### config.mk
export PLATFORM = sky130hd
export DESIGN_NAME = cache_axi_bridge_flat
export DESIGN_NICKNAME = d
export VERILOG_FILES = /design/src/rtl/cache_axi_bridge_if.sv /design/src/rtl/cache_axi_bridge.sv /design/src/flat_wrapper.sv
export SDC_FILE = /design/constraint.sdc
export NUM_CORES = 1
export LEC_CHECK = 0
export ABC_CLOCK_PERIOD_IN_PS = 33400
export CAP_MARGIN = 20
export CORE_AREA = 2 2 283 285
export DETAILED_ROUTE_END_ITERATION = 10
export DIE_AREA = 0 0 285 287
export DONT_BUFFER_PORTS = 1
export PLACE_DENSITY = 0.44
export REMOVE_ABC_BUFFERS = 1
export SLEW_MARGIN = 20
export SYNTH_ARGS = -nofsm -noshare
export SYNTH_HDL_FRONTEND = slang
export SYNTH_SLANG_ARGS = --single-unit
export TNS_END_PERCENT = 10
### constraint.sdc
create_clock -name clk -period 33.4 [get_ports clk]
set_input_delay 0 -clock clk [delete_from_list [all_inputs] [get_ports clk]]
set_output_delay 0 -clock clk [all_outputs]
set_load 0.02 [all_outputs]
### src/rtl/cache_axi_bridge_if.sv
// AXI4 master-side channel bundle between the cache line bridge and the interconnect.
// master = bridge side, slave = interconnect side.
interface cache_axi_bridge_if;
  logic [3:0]  arid;
  logic [31:0] araddr;
  logic [7:0]  arlen;
  logic [2:0]  arsize;
  logic [1:0]  arburst;
  logic        arvalid;
  logic        arready;

  logic [31:0] rdata;
  logic [1:0]  rresp;
  logic        rlast;
  logic        rvalid;
  logic        rready;

  logic [3:0]  awid;
  logic [31:0] awaddr;
  logic [7:0]  awlen;
  logic [2:0]  awsize;
  logic [1:0]  awburst;
  logic        awvalid;
  logic        awready;

  logic [31:0] wdata;
  logic [3:0]  wstrb;
  logic        wlast;
  logic        wvalid;
  logic        wready;

  logic [1:0]  bresp;
  logic        bvalid;
  logic        bready;

  modport master (
    output arid, araddr, arlen, arsize, arburst, arvalid,
    input  arready,
    input  rdata, rresp, rlast, rvalid,
    output rready,
    output awid, awaddr, awlen, awsize, awburst, awvalid,
    input  awready,
    output wdata, wstrb, wlast, wvalid,
    input  wready,
    input  bresp, bvalid,
    output bready
  );

  modport slave (
    input  arid, araddr, arlen, arsize, arburst, arvalid,
    output arready,
    output rdata, rresp, rlast, rvalid,
    input  rready,
    input  awid, awaddr, awlen, awsize, awburst, awvalid,
    output awready,
    input  wdata, wstrb, wlast, wvalid,
    output wready,
    output bresp, bvalid,
    input  bready
  );
endinterface

### src/rtl/cache_axi_bridge.sv
// Cache line transfer bridge: one 8-word line per request, issued as a single
// 8-beat INCR burst on AXI4, completed with a one-cycle axi_gnt pulse.
module cache_axi_bridge #(
  parameter logic [3:0] AXI_ID = 4'd1
) (
  input  logic                clk,
  input  logic                rst,
  input  logic [31:0]         axi_addr,
  input  logic                axi_rd_req,
  input  logic                axi_wr_req,
  input  logic [31:0]         axi_wr_data [0:7],
  output logic                axi_gnt,
  output logic [31:0]         axi_rd_data [0:7],
  cache_axi_bridge_if.master  axi
);

  localparam logic [2:0] IDLE = 3'd0;
  localparam logic [2:0] AR   = 3'd1;
  localparam logic [2:0] R    = 3'd2;
  localparam logic [2:0] AW   = 3'd3;
  localparam logic [2:0] W    = 3'd4;
  localparam logic [2:0] B    = 3'd5;
  localparam logic [2:0] DONE = 3'd6;

  logic [2:0]  state_reg;
  logic [2:0]  cnt_reg;
  logic [31:0] addr_reg;
  logic [31:0] wbuf_reg [0:7];
  logic [31:0] rbuf_reg [0:7];

  logic accept_wr;
  logic accept_rd;
  logic rd_beat;
  logic wr_beat;

  // Write wins when both requests are present.
  assign accept_wr = (state_reg == IDLE) && axi_wr_req;
  assign accept_rd = (state_reg == IDLE) && !axi_wr_req && axi_rd_req;
  assign rd_beat   = (state_reg == R) && axi.rvalid;
  assign wr_beat   = (state_reg == W) && axi.wready;

  always_ff @(posedge clk or posedge rst) begin
    if (rst) begin
      state_reg <= IDLE;
      cnt_reg   <= 3'd0;
      addr_reg  <= 32'd0;
    end else begin
      case (state_reg)
        IDLE: begin
          if (accept_wr) begin
            addr_reg  <= {axi_addr[31:5], 5'b0};
            state_reg <= AW;
          end else if (accept_rd) begin
            addr_reg  <= {axi_addr[31:5], 5'b0};
            state_reg <= AR;
          end
        end
        AR: if (axi.arready) state_reg <= R;
        R: begin
          if (rd_beat) begin
            cnt_reg <= cnt_reg + 3'd1;
            if (cnt_reg == 3'd7) state_reg <= DONE;
          end
        end
        AW: if (axi.awready) state_reg <= W;
        W: begin
          if (wr_beat) begin
            cnt_reg <= cnt_reg + 3'd1;
            if (cnt_reg == 3'd7) state_reg <= B;
          end
        end
        B: if (axi.bvalid) state_reg <= DONE;
        DONE: begin
          cnt_reg   <= 3'd0;
          state_reg <= IDLE;
        end
        default: begin
          cnt_reg   <= 3'd0;
          state_reg <= IDLE;
        end
      endcase
    end
  end

  // Per-word line buffers; the read buffer only changes on its own beat.
  generate
    for (genvar gi = 0; gi < 8; gi++) begin : g_line
      always_ff @(posedge clk or posedge rst) begin
        if (rst) begin
          wbuf_reg[gi] <= 32'd0;
        end else if (accept_wr) begin
          wbuf_reg[gi] <= axi_wr_data[gi];
        end
      end

      always_ff @(posedge clk or posedge rst) begin
        if (rst) begin
          rbuf_reg[gi] <= 32'd0;
        end else if (rd_beat && (cnt_reg == 3'(gi))) begin
          rbuf_reg[gi] <= axi.rdata;
        end
      end

      assign axi_rd_data[gi] = rbuf_reg[gi];
    end
  endgenerate

  assign axi_gnt = (state_reg == DONE);

  assign axi.arid    = AXI_ID;
  assign axi.arlen   = 8'd7;
  assign axi.arsize  = 3'd2;
  assign axi.arburst = 2'b01;
  assign axi.araddr  = addr_reg;
  assign axi.arvalid = (state_reg == AR);
  assign axi.rready  = (state_reg == R);

  assign axi.awid    = AXI_ID;
  assign axi.awlen   = 8'd7;
  assign axi.awsize  = 3'd2;
  assign axi.awburst = 2'b01;
  assign axi.awaddr  = addr_reg;
  assign axi.awvalid = (state_reg == AW);

  assign axi.wdata   = wbuf_reg[cnt_reg];
  assign axi.wstrb   = 4'hF;
  assign axi.wvalid  = (state_reg == W);
  assign axi.wlast   = (state_reg == W) && (cnt_reg == 3'd7);
  assign axi.bready  = (state_reg == B);

  // Response codes and rlast do not affect completion; beat counting does.
  logic unused_inputs;
  assign unused_inputs = ^{axi_addr[4:0], axi.rresp, axi.rlast, axi.bresp};

endmodule

### src/flat_wrapper.sv
// flat-port wrapper written by rule: the top's interface ports become plain ports
module cache_axi_bridge_flat 
#(
  parameter logic [3:0] AXI_ID = 4'd1
)
  (clk, rst, axi_addr, axi_rd_req, axi_wr_req, axi_wr_data, axi_gnt, axi_rd_data, axi_arid, axi_araddr, axi_arlen, axi_arsize, axi_arburst, axi_arvalid, axi_arready, axi_rdata, axi_rresp, axi_rlast, axi_rvalid, axi_rready, axi_awid, axi_awaddr, axi_awlen, axi_awsize, axi_awburst, axi_awvalid, axi_awready, axi_wdata, axi_wstrb, axi_wlast, axi_wvalid, axi_wready, axi_bresp, axi_bvalid, axi_bready);
  cache_axi_bridge_if axi_i ();
  input  logic clk;
  input  logic rst;
  input  logic [31:0] axi_addr;
  input  logic axi_rd_req;
  input  logic axi_wr_req;
  input  logic [31:0] axi_wr_data[0:7];
  output logic axi_gnt;
  output logic [31:0] axi_rd_data[0:7];
  output wire logic [$bits(axi_i.arid)-1:0] axi_arid;
  output wire logic [$bits(axi_i.araddr)-1:0] axi_araddr;
  output wire logic [$bits(axi_i.arlen)-1:0] axi_arlen;
  output wire logic [$bits(axi_i.arsize)-1:0] axi_arsize;
  output wire logic [$bits(axi_i.arburst)-1:0] axi_arburst;
  output wire logic [$bits(axi_i.arvalid)-1:0] axi_arvalid;
  input wire logic [$bits(axi_i.arready)-1:0] axi_arready;
  input wire logic [$bits(axi_i.rdata)-1:0] axi_rdata;
  input wire logic [$bits(axi_i.rresp)-1:0] axi_rresp;
  input wire logic [$bits(axi_i.rlast)-1:0] axi_rlast;
  input wire logic [$bits(axi_i.rvalid)-1:0] axi_rvalid;
  output wire logic [$bits(axi_i.rready)-1:0] axi_rready;
  output wire logic [$bits(axi_i.awid)-1:0] axi_awid;
  output wire logic [$bits(axi_i.awaddr)-1:0] axi_awaddr;
  output wire logic [$bits(axi_i.awlen)-1:0] axi_awlen;
  output wire logic [$bits(axi_i.awsize)-1:0] axi_awsize;
  output wire logic [$bits(axi_i.awburst)-1:0] axi_awburst;
  output wire logic [$bits(axi_i.awvalid)-1:0] axi_awvalid;
  input wire logic [$bits(axi_i.awready)-1:0] axi_awready;
  output wire logic [$bits(axi_i.wdata)-1:0] axi_wdata;
  output wire logic [$bits(axi_i.wstrb)-1:0] axi_wstrb;
  output wire logic [$bits(axi_i.wlast)-1:0] axi_wlast;
  output wire logic [$bits(axi_i.wvalid)-1:0] axi_wvalid;
  input wire logic [$bits(axi_i.wready)-1:0] axi_wready;
  input wire logic [$bits(axi_i.bresp)-1:0] axi_bresp;
  input wire logic [$bits(axi_i.bvalid)-1:0] axi_bvalid;
  output wire logic [$bits(axi_i.bready)-1:0] axi_bready;
  assign axi_arid = axi_i.arid;
  assign axi_araddr = axi_i.araddr;
  assign axi_arlen = axi_i.arlen;
  assign axi_arsize = axi_i.arsize;
  assign axi_arburst = axi_i.arburst;
  assign axi_arvalid = axi_i.arvalid;
  assign axi_i.arready = axi_arready;
  assign axi_i.rdata = axi_rdata;
  assign axi_i.rresp = axi_rresp;
  assign axi_i.rlast = axi_rlast;
  assign axi_i.rvalid = axi_rvalid;
  assign axi_rready = axi_i.rready;
  assign axi_awid = axi_i.awid;
  assign axi_awaddr = axi_i.awaddr;
  assign axi_awlen = axi_i.awlen;
  assign axi_awsize = axi_i.awsize;
  assign axi_awburst = axi_i.awburst;
  assign axi_awvalid = axi_i.awvalid;
  assign axi_i.awready = axi_awready;
  assign axi_wdata = axi_i.wdata;
  assign axi_wstrb = axi_i.wstrb;
  assign axi_wlast = axi_i.wlast;
  assign axi_wvalid = axi_i.wvalid;
  assign axi_i.wready = axi_wready;
  assign axi_i.bresp = axi_bresp;
  assign axi_i.bvalid = axi_bvalid;
  assign axi_bready = axi_i.bready;
  cache_axi_bridge #(.AXI_ID(AXI_ID)) u_core (.clk(clk), .rst(rst), .axi_addr(axi_addr), .axi_rd_req(axi_rd_req), .axi_wr_req(axi_wr_req), .axi_wr_data(axi_wr_data), .axi_gnt(axi_gnt), .axi_rd_data(axi_rd_data), .axi(axi_i));
endmodule
==> results of run 1 <==
area by class of cell:
cell class,instances,share of cell area (%)
inverters,6,0.103
well taps,1050,4.52
flip-flops and latches,545,46.9
multi-input cells,807,29.3
clock inverters,16,0.718
diodes,5,0.0430
repair buffers,345,11.8
clock buffers,95,6.57
metrics by stage:
step	utilization (%)	cell area [um^2]	instances
2_1_floorplan	-	22200	1358
3_3_place_gp	30.1	23700	2428
3_5_place_dp	30.1	23700	2428
4_1_cts	37.0	29100	2864
5_1_grt	37.0	29100	2869
6_report	37.0	29100	2869
kinds of logic (layout without fill, tap and decap cells):
group,after synthesis,after routing
buffers and inverters,163,462
and+or+nand+nor,131,131
AOI/OAI and AO/OA,16,16
adders and majority gates,6,6
other,2,53
DFF,545,545
muxes,606,606
power by group through the flow:
| stage | combinational (mW) | clock (mW) | sequential [mW] |
|---|---|---|---|
| after floorplan | 0.642 | 0 | 1.38 |
| after global placement | 0.730 | 0 | 1.49 |
| after detailed placement | 0.748 | 0 | 1.49 |
| after CTS | 0.791 | 0.734 | 1.48 |
| after global routing | 0.846 | 0.763 | 1.52 |
| final | 0.775 | 0.707 | 1.47 |
worst register-to-register path: cells and delay by family, from the launching register on:
kind	cells	cell delay, ns
and+or+nand+nor	1	0.35
muxes	1	0.91
buffers and inverters	2	1.36
DFF	1	0.59
cells in the final DEF (no fill, tap or decap), drive strengths merged, types with 4 or more instances in the layout:
cell type and n:
nor2 12, mux2 542, o21ai 4, nand2 103, buf 20, inv 12, mux4 64, ha 6
dlygate4sd3 325, clkbuf 95, clkinv 5, diode 5, a21oi 4, conb 48, dfrtp 545
path summary, 6_finish.rpt:
kind	from	to	slack, ns	depth (start not counted)
setup / recovery	u_core.state_reg[0]	u_core.wbuf_reg[17]	30.07	4
hold / removal	axi_rvalid	u_core.axi_rd_data[152]	0.08	3
setup reg to reg	u_core.state_reg[0]	u_core.wbuf_reg[17]	30.07	4
hold reg to reg	u_core.wbuf_reg[147]	u_core.wbuf_reg[147]	0.50	1
max in group asynchronous	rst	u_core.axi_rd_data[5]	30.32	5
min in group asynchronous	rst	u_core.axi_rd_data[152]	0.10	2
metal layers:
layer	share of wire, %	up-vias	track usage, %
met5	0.11	-	0
met4	1.8	12	3.43
met3	8.8	83	6.27
met2	49	484	26.2
met1	41	6965	19.0
li1	-	5748	-
==> flow_metrics.env, run 1 <==
export IMPL_status="complete, no violations"
export IMPL_grt_use_total_pct=15.6
export IMPL_startpoint_type="register"
export IMPL_dr_pass1_iters=4
export IMPL_clock_power_share_pct=23.9
export IMPL_internal_power_mw=1.85
export IMPL_die_h_um=287
export IMPL_vias=13300
export IMPL_clockBufferDepth=3
export IMPL_synth_edff_count=0
export IMPL_setup_tns_final_ns=0
export IMPL_postCtsHoldBufs=325
export IMPL_drtAntennaViolNets=0
export IMPL_switching_power_mw=1.10
export IMPL_maxCapViolations=0
export IMPL_clock_sinks=545
export IMPL_fin_crit_ns=3.33
export IMPL_synth_main_ff_cell="dfrtp_1"
export IMPL_setup_violations_final=0
export IMPL_rsz0062_at_grt="false"
export IMPL_swShare_pct=37.3
export IMPL_max_freq_mhz=300
export IMPL_slowest_stage="buf_4"
export IMPL_yosysTopAreaCell="dfrtp_1"
export IMPL_place_congestion=0.781
export IMPL_postCtsSetupRepairBufs=0
export IMPL_power_density_mw_per_mm2=102
export IMPL_cts_resized_gates=0
export IMPL_synth_top_family_by_area="multiplexers"
export IMPL_hp_class="in -> reg"
export IMPL_yosysWarnings=0
export IMPL_synth_top_area_share_pct=59.4
export IMPL_finalPower_mw=2.96
export IMPL_synthToLayoutAreaGrowth_pct=26.6
export IMPL_slew_viol_final=0
export IMPL_critPathKind="reg -> reg"
export IMPL_port_buffer_count=0
export IMPL_root_buffer="clkbuf_16"
export IMPL_post_drt_wl_per_cell_um=22.8
export IMPL_cts_tree="yes"
export IMPL_netlist_top_cells_count="dfrtp_1, mux2_2, nand2_1"
export IMPL_synth_most_common_cell="dfrtp_1"
export IMPL_crit_path_end_kind="register"
export IMPL_yosys_mux_area_fraction_pct=32.8
export IMPL_drive_gt1_share_pct=39.9
export IMPL_timing_final_crit_share_pct=9.98
export IMPL_drc=0
export IMPL_antenna_found_initial=13
export IMPL_io_pins=731
export IMPL_synthesis_area_mm2=0.0230
export IMPL_grt_ovfl_total=0
export IMPL_synth_compound_area_share_pct=0.458
export IMPL_hold_viol=0
export IMPL_post_dp_hpwl_um=43400
export IMPL_synth_xor_area_share_pct=0
export IMPL_max_slew_margin_pct=12.6
export IMPL_async_flop_share_pct=100
export IMPL_ys_ff_latch=545
export IMPL_drt_iter0_markers=561
export IMPL_grt_pass1_vias=14600
export IMPL_holdWs_ns=0.0780
export IMPL_required_ns=33.86
export IMPL_via_per_inst=4.63
export IMPL_critPathMaxStageDelay_ns=0.78
export IMPL_seq_area_frac_synth_pct=59.4
export IMPL_htreeDepth=3
export IMPL_seq_area_mm2=0.0136
export IMPL_cp_num_buf_inv=2
export IMPL_synthTopCellsByArea="dfrtp_1, mux2_2, mux4_2"
export IMPL_synth_cell_types=35
export IMPL_grt_max_degree=185
export IMPL_setup_slack_ns=30.07
export IMPL_cp_cell_sequence="nor4b_4 -> buf_4 -> buf_12 -> mux2_2"
export IMPL_cp_top_family="buffers and inverters"
export IMPL_worstMarginPinSlew_ns=1.31
export IMPL_skew_ns=0.0182
export IMPL_die_x_um=285
export IMPL_p_seq_share_pct=49.9
export IMPL_grt_pass1_wl_um=97200
export IMPL_place_ws_ns=30.16
export IMPL_fill_cells=7515
export IMPL_initial_core_util_pct=29.2
export IMPL_combPwrFrac_pct=26.2
export IMPL_syn_inst=1469
export IMPL_nNetsFinal=2111
export IMPL_ir_drop_uv=47.8
export IMPL_cts_made_buffers=66
export IMPL_insertion_delay_ns=0.60
export IMPL_path_clk_slew_ns=0.06
export IMPL_synthSimpleGateAreaFrac_pct=2.55
export IMPL_cp_max_fo=184
export IMPL_crit_arrival_ns=3.79
export IMPL_dieArea_mm2=0.0818
export IMPL_multi_input_area_mm2=0.00853
export IMPL_rows=103
export IMPL_coreArea_mm2=0.0786
export IMPL_avgSynthCellArea_um2=15.6
export IMPL_wirelength_um=65300
export IMPL_power_leakage_nw=12.4
export IMPL_synth_adder_area_share_pct=0.327
(Power assumes the default switching activity.)
==> run 2: changes to the inputs <==
- ABC_CLOCK_PERIOD_IN_PS: 33400 -> 2900
- PLACE_DENSITY: 0.44 -> 0.45
- clock period: 33.4 -> 2.9 ns (I/O delays scaled with it)
==> run 2 against run 1 <==
Wire length fell by 0.61%; non-clock buffer count increased by 47; critical path depth rose by 2; clock-buffer cell count is 4 lower; cell area rose by 2.0%; combinational power rose to 12 times the previous value; sequential cell count unchanged; register-to-register slack got worse by 30 ns; final cell count up 1.9%; maximum frequency is 23% higher.
==> flow_metrics.env, run 2 (synthesis results as in run 1) <==
export IMPL_antenna_found_initial=14
export IMPL_worstMarginPinSlew_ns=0.649
export IMPL_startpoint="u_core.state_reg[2]"
export IMPL_place_area_mm2=0.0240
export IMPL_coreArea_mm2=0.0786
export IMPL_reg2reg_depth=6
export IMPL_layout_commonest_cell="dfrtp_1"
export IMPL_die_x_um=285
export IMPL_rows=103
export IMPL_worstReg2RegEnd="u_core.axi_rd_data[133]"
export IMPL_finish_utilization_pct=37.7
export IMPL_grt_ovfl_total=0
export IMPL_dieArea_mm2=0.0818
export IMPL_cp_cell_sequence="nand2b_1 -> nor2_1 -> nand3_2 -> buf_12 -> mux2_2 -> dlygate4sd3_1"
export IMPL_startpoint_type="register"
export IMPL_place_congestion=0.792
export IMPL_setup_slack_ns=0.183
export IMPL_crit_path_end_kind="register"
export IMPL_slowest_stage="dfrtp_1"
export IMPL_layout_common_cells="dfrtp_1, mux2_2, dlygate4sd3_1, nand2_1, mux4_2"
export IMPL_fin_crit_ns=2.72
export IMPL_insertion_delay_ns=0.63
export IMPL_power_leakage_nw=12.7
export IMPL_clock_sinks=545
export IMPL_path_clk_slew_ns=0.07
export IMPL_clockBufferDepth=3
export IMPL_r2r_setup_slack_ns=0.18
export IMPL_critPathMaxStageDelay_ns=0.73
export IMPL_grt_max_degree=99
export IMPL_grt_pass1_vias=14900
export IMPL_max_freq_mhz=368
export IMPL_seq_area_mm2=0.0136
export IMPL_die_h_um=287
export IMPL_cts_tree="yes"
export IMPL_setup_worst_path_end="u_core.axi_rd_data[133]"
export IMPL_post_drt_wl_per_cell_um=22.2
export IMPL_io_pins=731
export IMPL_drt_iter0_markers=512
export IMPL_rsz0062_at_grt="false"
export IMPL_synthToLayoutAreaGrowth_pct=29.2
export IMPL_dr_pass1_iters=4
export IMPL_ir_drop_uv=577
export IMPL_crit_arrival_ns=3.22
export IMPL_root_buffer="clkbuf_16"
export IMPL_grt_pass1_wl_um=97700
export IMPL_required_ns=3.41
export IMPL_status="complete, no violations"
export IMPL_skew_ns=0.0319
export IMPL_post_dp_hpwl_um=43400
export IMPL_vias=13400
export IMPL_finalPower_mw=34.1
export IMPL_nNetsFinal=2152
export IMPL_hold_viol=0
export IMPL_timing_final_crit_share_pct=93.7
export IMPL_drc=0
export IMPL_setup_violations_final=0
export IMPL_worstReg2RegStart="u_core.state_reg[2]"
export IMPL_port_buffer_count=0
export IMPL_multi_input_area_mm2=0.00853
export IMPL_maxCapViolations=0
export IMPL_critPathKind="reg -> reg"
export IMPL_drive_gt1_share_pct=39.9
export IMPL_slew_viol_final=0
export IMPL_via_per_inst=4.59
export IMPL_initial_core_util_pct=29.2
export IMPL_place_ws_ns=0.570
export IMPL_cts_made_buffers=60
export IMPL_finalInstanceArea_mm2=0.0297
export IMPL_grt_use_total_pct=15.5
export IMPL_wirelength_um=64900
export IMPL_setup_tns_final_ns=0
export IMPL_max_slew_margin_pct=56.4
export IMPL_drtAntennaViolNets=0
export IMPL_hp_class="in -> reg"
export IMPL_fill_cells=7512
export IMPL_power_density_mw_per_mm2=1150
export IMPL_htreeDepth=2
export IMPL_cp_max_fo=32
export IMPL_postCtsSetupRepairBufs=0
## run 2: what timing repair did
item                      4_1_cts  5_1_grt
hold endpoints to repair     1048        0
resized for setup               0        0
hold buffers                  358        0
## run 2: worst max-delay path, delay by kind of cell (launching register included)
kind / cells / cell delay [ns]
buffers and inverters: 2 / 0.78
flip-flops: 1 / 0.73
AND/OR/NAND/NOR: 3 / 0.66
multiplexers: 1 / 0.37
## run 2: final cells by class
class | instances | share of cell area, %
sequential | 545 | 46.0
clock inverter | 22 | 0.746
tap | 1050 | 4.43
timing repair buffer | 392 | 13.8
clock buffer | 91 | 6.06
antenna | 11 | 0.0928
inverter | 6 | 0.101
multi-input combinational | 807 | 28.7
## run 2: metrics by stage
step                      instances  hold WS (ns)
after floorplan                1358         0.132
after global placement         2442       -0.0668
after detailed placement       2442       -0.0598
after CTS                      2913      0.000718
after global routing           2924        0.0158
final                          2924        0.0352
## run 2: how the worst min path moves through the flow
stage	depth (start not counted)	from	endpoint
after floorplan	1	axi_rdata[2]	u_core.axi_rd_data[130]
after global placement	1	rst	u_core.axi.araddr[5]
after detailed placement	1	rst	u_core.axi.araddr[19]
after CTS	2	axi_wr_data[16]	u_core.wbuf_reg[16]
after global routing	4	axi_rvalid	u_core.axi_rd_data[37]
final	4	axi_rvalid	u_core.axi_rd_data[37]
## run 2: metal layers
| layer | GRT usage (%) | vias up | part of all wire, % |
|---|---|---|---|
| met2 | 26.4 | 475 | 49 |
| met3 | 6.19 | 87 | 9.4 |
| met4 | 3.47 | 6 | 1.8 |
| met1 | 18.4 | 7003 | 40 |
| li1 | - | 5838 | - |
| met5 | 0 | - | 0.062 |
## run 2: power by group
group          total (mW)  switching (mW)  internal, mW
clock network        7.73            3.19          4.54
logic                9.61            4.01          5.60
registers            16.8            5.43          11.3
total                34.1            12.6          21.5
==> run 3: changes to the inputs <==
- RECOVER_POWER: default -> 25
- SLEW_MARGIN: 20 -> 5
==> run 3 against run 2 <==
Largest power group unchanged; the run now ends with capacitance limit, slew limit left; setup slack better by 0.00093 ns; via count hardly changed; highest routed layer unchanged; non-clock buffer count stayed put.
==> flow_metrics.env, run 3 (synthesis results as in run 1) <==
export IMPL_layout_common_cells="dfrtp_1, mux2_2, dlygate4sd3_1, nand2_1, mux4_2"
export IMPL_drtAntennaViolNets=0
export IMPL_setup_violations_final=0
export IMPL_synthToLayoutAreaGrowth_pct=28.8
export IMPL_drc=0
export IMPL_wirelength_um=64800
export IMPL_failed_checks="capacitance limit, slew limit"
export IMPL_post_drt_wl_per_cell_um=22.2
export IMPL_setup_slack_ns=0.184
export IMPL_cts_made_buffers=60
export IMPL_place_ws_ns=0.570
export IMPL_worstReg2RegEnd="u_core.axi_rd_data[133]"
export IMPL_grt_max_degree=99
export IMPL_min_path_cells=4
export IMPL_startpoint_type="register"
export IMPL_rows=103
export IMPL_instances_no_fill=2924
export IMPL_fill_cells=7524
export IMPL_antenna_found_initial=14
export IMPL_postCtsSetupRepairBufs=0
export IMPL_max_slew_margin_pct=-50.1
export IMPL_insertion_delay_ns=0.63
export IMPL_via_per_inst=4.58
export IMPL_fin_crit_ns=2.72
export IMPL_place_congestion=0.792
export IMPL_finish_utilization_pct=37.6
export IMPL_nNetsFinal=2152
export IMPL_grt_use_total_pct=15.5
export IMPL_min_from="axi_rvalid"
export IMPL_slew_viol_final=244
export IMPL_clockBufferDepth=3
export IMPL_reg2reg_depth=6
export IMPL_rsz0062_at_grt="false"
export IMPL_path_clk_slew_ns=0.07
export IMPL_cp_max_fo=32
export IMPL_worstMarginPinSlew_ns=2.25
export IMPL_critPathKind="reg -> reg"
export IMPL_grt_pass1_vias=14900
export IMPL_setup_tns_final_ns=0
export IMPL_dp_cells=2442
export IMPL_timing_final_crit_share_pct=93.7
export IMPL_post_dp_hpwl_um=43400
export IMPL_die_h_um=287
export IMPL_dieArea_mm2=0.0818
export IMPL_initial_core_util_pct=29.2
export IMPL_grt_ovfl_total=0
export IMPL_skew_ns=0.0286
export IMPL_ir_drop_uv=575
export IMPL_crit_arrival_ns=3.22
export IMPL_layout_commonest_cell="dfrtp_1"
export IMPL_hp_class="in -> reg"
export IMPL_power_density_mw_per_mm2=1150
export IMPL_maxCapViolations=4
export IMPL_crit_path_end_kind="register"
export IMPL_root_buffer="clkbuf_16"
export IMPL_htreeDepth=2
export IMPL_drt_iter0_markers=552
export IMPL_cts_resized_gates=0
export IMPL_clock_sinks=545
export IMPL_hold_end="u_core.axi_rd_data[120]"
export IMPL_cts_tree="yes"
export IMPL_power_leakage_nw=12.7
export IMPL_coreArea_mm2=0.0786
export IMPL_r2r_setup_slack_ns=0.18
export IMPL_drive_gt1_share_pct=39.7
export IMPL_max_freq_mhz=368
export IMPL_io_pins=731
export IMPL_die_x_um=285
export IMPL_postCtsHoldBufs=358
export IMPL_hold_viol=0
export IMPL_worstReg2RegStart="u_core.state_reg[2]"
export IMPL_status="complete, but fails checks"
export IMPL_holdWs_ns=0.0353
export IMPL_port_buffer_count=0
export IMPL_required_ns=3.40
export IMPL_vias=13400
export IMPL_grt_pass1_wl_um=97700
export IMPL_dr_pass1_iters=4
run 3: changes by cell type in the layout (fill, tap and decap cells not counted), sizes merged:
cell | before | now
clkbuf | 91 | 96
dlymetal6s4s | 0 | 1
buf | 35 | 28
clkdlybuf4s25 | 0 | 1
run 3: report_power, final:
group / switching [mW] / leakage (nW) / internal (mW)
Clock: 3.18 / 1.01 / 4.54
Sequential: 5.42 / 6.68 / 11.3
Combinational: 4.01 / 4.97 / 5.58
Total: 12.6 / 12.7 / 21.5
run 3: final cells by class:
class	instances	area, um^2	area share (%)
clock buffers	91	1800	6.08
inverters	6	30.0	0.102
clock inverters	22	221	0.749
diodes	11	27.5	0.0930
well taps	1050	1310	4.44
repair buffers	392	4020	13.6
multi-input cells	807	8530	28.8
flip-flops and latches	545	13600	46.1
run 3: worst max-delay path by stage:
stage | start | end | slack, ns | cells after the start
final | u_core.state_reg[2] | u_core.axi_rd_data[133] | 0.18 | 6
after detailed placement | u_core.state_reg[1] | u_core.axi_rd_data[254] | 0.57 | 5
after floorplan | u_core.state_reg[0] | u_core.wbuf_reg[0] | -13.01 | 2
after CTS | u_core.state_reg[2] | u_core.axi_rd_data[133] | 0.22 | 6
after global placement | u_core.state_reg[1] | u_core.axi_rd_data[202] | 0.58 | 5
after global routing | u_core.state_reg[2] | u_core.axi_rd_data[133] | 0.05 | 6
run 3: routing by layer:
layer  wire length, um  GRT usage [%]  vias up
li1                  -              -     5820
met1             25700           18.4     7004
met2             32000           26.4      482
met3              6120           6.19       85
met4              1040           3.47        6
met5                40              0        -
run 3: metrics by stage:
step,power (mW),instance area (um^2)
2_1_floorplan,23.3,22200
3_3_place_gp,25.6,24000
3_5_place_dp,25.9,24000
4_1_cts,34.6,29600
5_1_grt,36.0,29600
6_report,34.1,29600
run 3: worst max-delay path, cell delays in order (launching register included):
cell           delay [ns]
dfrtp_1              0.73
nand2b_1             0.36
nor2_1               0.16
nand3_2              0.14
buf_12               0.22
mux2_2               0.37
dlygate4sd3_1        0.55
